--- src/rtl/rr_sel_sequencer_if.sv ---
`default_nettype none
// ============================================================================
//  Module      : rr_sel_sequencer_if
//  Description : Request/grant bundle between the requesters, the
//                round-robin sequencer and the downstream 3-to-8 decoder.
//  Revision    : 1.0  initial release
// ============================================================================
interface rr_sel_sequencer_if;
    logic [7:0] req;
    logic       done;
    logic [2:0] sel;
    logic       en;
    logic       timeout;

    // Requester side: drives requests and release, observes the grant
    modport master (
        output req,
        output done,
        input  sel,
        input  en,
        input  timeout
    );

    // Sequencer side
    modport slave (
        input  req,
        input  done,
        output sel,
        output en,
        output timeout
    );
endinterface
`default_nettype wire

--- src/rtl/rr_sel_sequencer.sv ---
`default_nettype none
// ============================================================================
//  Module      : rr_sel_sequencer
//  Description : Round-robin arbiter producing a registered channel index and
//                enable for a 3-to-8 decoder. A grant ends on done, request
//                withdrawal or hold expiry, followed by a one-cycle gap.
//  Revision    : 1.0  initial release
// ============================================================================
module rr_sel_sequencer #(
    parameter int MAX_HOLD = 16
) (
    input  wire logic        clk,
    input  wire logic        rst,
    rr_sel_sequencer_if.slave bus
);

    localparam int HOLD_W = (MAX_HOLD > 1) ? $clog2(MAX_HOLD) : 1;
    localparam logic [HOLD_W-1:0] C_HOLD_LAST = HOLD_W'(MAX_HOLD - 1);

    localparam logic [1:0] S_IDLE    = 2'd0;
    localparam logic [1:0] S_GRANT   = 2'd1;
    localparam logic [1:0] S_RELEASE = 2'd2;

    logic [1:0]        r_state;
    logic [2:0]        r_sel;
    logic [2:0]        r_ptr;
    logic [HOLD_W-1:0] r_hold_cnt;
    logic              r_timeout;

    logic [1:0]        w_state_nxt;
    logic [2:0]        w_sel_nxt;
    logic [2:0]        w_ptr_nxt;
    logic [HOLD_W-1:0] w_hold_nxt;
    logic              w_timeout_nxt;

    logic              w_win_vld;
    logic [2:0]        w_win_idx;
    logic [2:0]        w_cand;

    // Round-robin search: ptr+1 first, wrapping, ptr itself checked last
    always_comb begin
        w_win_vld = 1'b0;
        w_win_idx = 3'd0;
        w_cand    = 3'd0;
        for (int i = 1; i <= 8; i++) begin
            w_cand = r_ptr + 3'(i);
            if (!w_win_vld && bus.req[w_cand]) begin
                w_win_vld = 1'b1;
                w_win_idx = w_cand;
            end
        end
    end

    // State and datapath registers; reset aims the first search at channel 0
    always_ff @(posedge clk) begin
        if (rst) begin
            r_state    <= S_IDLE;
            r_sel      <= 3'd0;
            r_ptr      <= 3'd7;
            r_hold_cnt <= '0;
            r_timeout  <= 1'b0;
        end else begin
            r_state    <= w_state_nxt;
            r_sel      <= w_sel_nxt;
            r_ptr      <= w_ptr_nxt;
            r_hold_cnt <= w_hold_nxt;
            r_timeout  <= w_timeout_nxt;
        end
    end

    // Next-state logic: arbitrate when idle or releasing, track hold while granted
    always_comb begin
        w_state_nxt   = r_state;
        w_sel_nxt     = r_sel;
        w_ptr_nxt     = r_ptr;
        w_hold_nxt    = r_hold_cnt;
        w_timeout_nxt = 1'b0;
        case (r_state)
            S_GRANT: begin
                if (bus.done) begin
                    w_state_nxt = S_RELEASE;
                end else if (!bus.req[r_sel]) begin
                    w_state_nxt = S_RELEASE;
                end else if (r_hold_cnt == C_HOLD_LAST) begin
                    w_state_nxt   = S_RELEASE;
                    w_timeout_nxt = 1'b1;
                end else begin
                    w_hold_nxt = r_hold_cnt + HOLD_W'(1);
                end
            end
            S_IDLE, S_RELEASE: begin
                if (w_win_vld) begin
                    w_state_nxt = S_GRANT;
                    w_sel_nxt   = w_win_idx;
                    w_ptr_nxt   = w_win_idx;
                    w_hold_nxt  = '0;
                end else begin
                    w_state_nxt = S_IDLE;
                end
            end
            default: begin
                w_state_nxt = S_IDLE;
            end
        endcase
    end

    // Outputs come straight from registers; enable marks the grant state
    always_comb begin
        bus.sel     = r_sel;
        bus.en      = (r_state == S_GRANT);
        bus.timeout = r_timeout;
    end

endmodule
`default_nettype wire

--- src/flat_wrapper.sv ---
// flat-port wrapper written by rule: the top's interface ports become plain ports
module rr_sel_sequencer_flat 
#(
    parameter int MAX_HOLD = 16
)
  (clk, rst, bus_req, bus_done, bus_sel, bus_en, bus_timeout);
  rr_sel_sequencer_if bus_i ();
  input  wire logic clk;
  input  wire logic rst;
  input wire logic [$bits(bus_i.req)-1:0] bus_req;
  input wire logic [$bits(bus_i.done)-1:0] bus_done;
  output wire logic [$bits(bus_i.sel)-1:0] bus_sel;
  output wire logic [$bits(bus_i.en)-1:0] bus_en;
  output wire logic [$bits(bus_i.timeout)-1:0] bus_timeout;
  assign bus_i.req = bus_req;
  assign bus_i.done = bus_done;
  assign bus_sel = bus_i.sel;
  assign bus_en = bus_i.en;
  assign bus_timeout = bus_i.timeout;
  rr_sel_sequencer #(.MAX_HOLD(MAX_HOLD)) u_core (.clk(clk), .rst(rst), .bus(bus_i));
endmodule
--- config.mk ---
export PLATFORM = sky130hd
export DESIGN_NAME = rr_sel_sequencer_flat
export DESIGN_NICKNAME = d
export VERILOG_FILES = /design/src/rtl/rr_sel_sequencer_if.sv /design/src/rtl/rr_sel_sequencer.sv /design/src/flat_wrapper.sv
export SDC_FILE = /design/constraint.sdc
export NUM_CORES = 1
export LEC_CHECK = 0
export BUFFER_PORTS_ARGS = -buffer_cell sky130_fd_sc_hd__buf_2
export CORE_MARGIN = 5
export CORE_UTILIZATION = 55
export CTS_CLUSTER_SIZE = 25
export DETAILED_ROUTE_END_ITERATION = 8
export GPL_TIMING_DRIVEN = 0
export MAX_ROUTING_LAYER = met4
export PLACE_DENSITY = 0.85
export SLEW_MARGIN = 20
export SYNTH_ARGS = -nofsm -noshare
export SYNTH_HDL_FRONTEND = slang
export SYNTH_SLANG_ARGS = --single-unit
--- constraint.sdc ---
create_clock -name clk -period 3.7 [get_ports clk]
set_input_delay 0.37 -clock clk [delete_from_list [all_inputs] [get_ports clk]]
set_output_delay 0.37 -clock clk [all_outputs]
set_load 0.01 [all_outputs]
==> results.py <==
metrics = {
    "timing": {
        "setup_tns_ns": 0,
        "fmaxAchievable_mhz": 301,
        "tightest_slew_ns": 0.412,
        "rsz0062_at_grt": "false",
        "fin_skew_ns": 0.00315,
        "slew_viol_final": 0,
        "setup_viol": 0,
        "fin_crit_sh": 0.899,
        "slew_headroom": 0.718,
        "hold_violations": 0,
        "min_period_ns": 3.33,
    },
    "worst_setup_path": {
        "criticalPathCategory": "register to register",
        "cp-startpoint": "u_core.r_ptr[1]",
        "r2r_slack_ns": 0.37,
        "worstPathMaxFanout": 10,
        "required_ns": 3.90,
        "cp.arrival_ns": 3.53,
        "cp-start-kind": "register",
        "cp-end-kind": "register",
        "timing.rr.end": "u_core.bus.sel[0]",
        "reg2reg_depth": 12,
        "reg2reg_from": "u_core.r_ptr[1]",
    },
    "die": {
        "die_y_um": 65.0,
        "die_w_um": 65.0,
        "row_count": 20,
        "io_pins": 16,
        "start_util": 0.559,
        "core_sq_um": 2980,
        "dieArea_sq_um": 4230,
    },
    "global_route": {
        "grt_max_degree": 11,
        "grt_overflow": 0,
        "grt_pass1_wl_mm": 6.90,
        "gr-usage-all-layers": 0.211,
        "grt_antenna_before_repair": 0,
        "grt_pass1_vias": 1470,
    },
    "detailed_routing": {
        "routedWlPerCell_um": 19.2,
        "wl_mm": 4.11,
        "drt_first_pass_iters": 4,
        "ant_nets": 0,
        "drc": 0,
        "vias": 1491,
        "drt_iter0_markers": 90,
        "avgViaCountPerCell": 6.97,
    },
    "placement": {
        "placed_cells": 210,
        "hpwlAfterDp_mm": 3.18,
        "io_buffer_count": 15,
        "gp_congestion": 0.971,
    },
    "layout": {
        "layout_commonest_cell": "mux2i_1",
        "diodes": 0,
        "fin_cells": 214,
        "drive_gt1_frac": 0.326,
        "mostFrequentLayoutCells": "18 x mux2i_1, 16 x buf_2, 14 x mux4_2, 13 x dfxtp_1, 12 x nand2_1",
        "fin_nets": 196,
        "syn2layout_area_growth_pct": 8.64,
    },
    "cts": {
        "cts-resized-gates": 0,
        "cts_setup_buffers": 0,
        "htree_levels": 1,
        "cts_tree": "built",
        "cts_buffer_depth": 2,
        "cts_buffers": 3,
        "clkTransAtPathRegs_ns": 0.08,
        "clk_latency_ns": 0.28,
        "cts_sinks": 13,
        "cts-root-buf": "clkbuf_4",
        "holdBufCountCts": 0,
    },
    "power": {
        "p_per_area_nw_per_um2": 1010,
        "vdd.ir_drop.worst_mv": 0.694,
        "cellLeakagePower_uw": 0.000759,
    },
    "synthesis": {
        "async_reset_ff_frac": 0,
        "synth_top_area_cell": "mux4_2",
        "synth-seq-area-share": 0.156,
        "syn_avg_cell_area_sq_um": 10.3,
        "synth_cell_types": 51,
        "postSynthCellCount": 162,
        "synth_top_area_frac": 0.189,
        "synth_edf_count": 0,
        "yosys_most_used_dff": "dfxtp_1",
        "synth_nets": 176,
        "ys_seq_elements": 13,
        "ys_top_cells_by_area": "mux4_2 19%, dfxtp_1 16%, mux2i_1 11%, buf_12 3.6%, buf_6 3.4%",
        "synth_area_sq_um": 1670,
        "ys_warn_count": 0,
    },
    "min_path": {
        "hold_start": "bus_done",
        "whs_endpoint": "u_core.bus.timeout",
        "hold_path.class": "input pin to register",
        "hold_path_depth": 3,
    },
    "flow_run": {
        "max_cap_violations": 0,
    },
    "run_status": {
        "outcome": "finished clean",
    },
}
[Yosys cell counts (all sizes together) (2+ instances only)]
| cell type | count |
|---|---|
| a21oi | 10 |
| a22oi | 2 |
| a32oi | 2 |
| buf | 9 |
| dfxtp | 13 |
| ha | 3 |
| inv | 9 |
| mux2 | 3 |
| mux2i | 18 |
| mux4 | 14 |
| nand2 | 14 |
| nand2b | 5 |
| nand3 | 9 |
| nand3b | 2 |
| nor2 | 8 |
| nor3 | 2 |
| o21ai | 4 |
| o221ai | 4 |
| or3 | 2 |
| xnor2 | 4 |
| xor2 | 5 |
[flip-flops by register name, indices dropped and copies added, names as in the netlist]
signal and flops:
u_core.r_ptr 3, u_core.bus.sel 3, u_core.r_hold_cnt 4, u_core.bus.timeout 1
u_core.r_state 2
[worst max-delay path, stage by stage (launching register included)]
cell and delay (ns):
dfxtp_1 0.37, buf_6 0.19, buf_6 0.17, inv_1 0.07, ha_1 0.40, buf_6 0.19
mux2i_1 0.32, mux2i_1 0.18, o221ai_2 0.34, nand3b_4 0.18, o31ai_4 0.48, nand2b_1 0.19
o22ai_1 0.16
[layout make-up]
type,instances,area (sq um)
clock inverters,1,5.00
flip-flops and latches,13,260
multi-input cells,130,1240
inverters,9,33.8
fillers,236,1170
well taps,33,41.3
plain buffers,10,130
clock buffers,3,22.5
repair buffers,15,75.1
[kinds of logic after synthesis]
family                     after synthesis  share of synthesized area
AOI/OAI and AO/OA                       37                      0.181
xor gates and xnor gates                 9                     0.0744
adders and majority gates                3                     0.0225
buffers and inverters                   19                     0.0984
DFF                                     13                      0.156
muxes                                   35                      0.318
and+or+nand+nor                         46                      0.150
[routing by layer]
layer	part of all wire	track usage
met1	0.38	0.259
met3	0.10	0.0555
met4	0.010	0.0389
met2	0.51	0.354
met5	0	-
[how the worst max path moves through the flow]
stage / slack [ns] / endpoint / depth (start not counted)
floorplan: 0.88 / u_core.bus.sel[2] / 12
global placement: 0.56 / u_core.bus.sel[2] / 12
detailed placement: 0.41 / u_core.r_hold_cnt[0] / 12
CTS: 0.37 / u_core.r_hold_cnt[0] / 12
global route: 0.08 / u_core.bus.sel[0] / 12
finish: 0.37 / u_core.bus.sel[0] / 12
[stage by stage]
| stage | worst slack (ns) | util | hold WS, ns | instance area, sq um | power [uW] |
|---|---|---|---|---|---|
| floorplan | 0.878 | - | 0.454 | 1670 | 1450 |
| global placement | 0.562 | 0.598 | 0.471 | 1780 | 1660 |
| detailed placement | 0.406 | 0.598 | 0.485 | 1780 | 1710 |
| CTS | 0.370 | 0.608 | 0.363 | 1810 | 1800 |
| global route | 0.0778 | 0.608 | 0.365 | 1810 | 1950 |
| finish | 0.373 | 0.608 | 0.367 | 1810 | 1830 |
[power breakdown]
group | internal [uW] | switching (uW)
Combinational | 714 | 834
Sequential | 167 | 24.4
Clock | 40.1 | 46.0
Note: power is estimated with default switching activity, not from simulation.
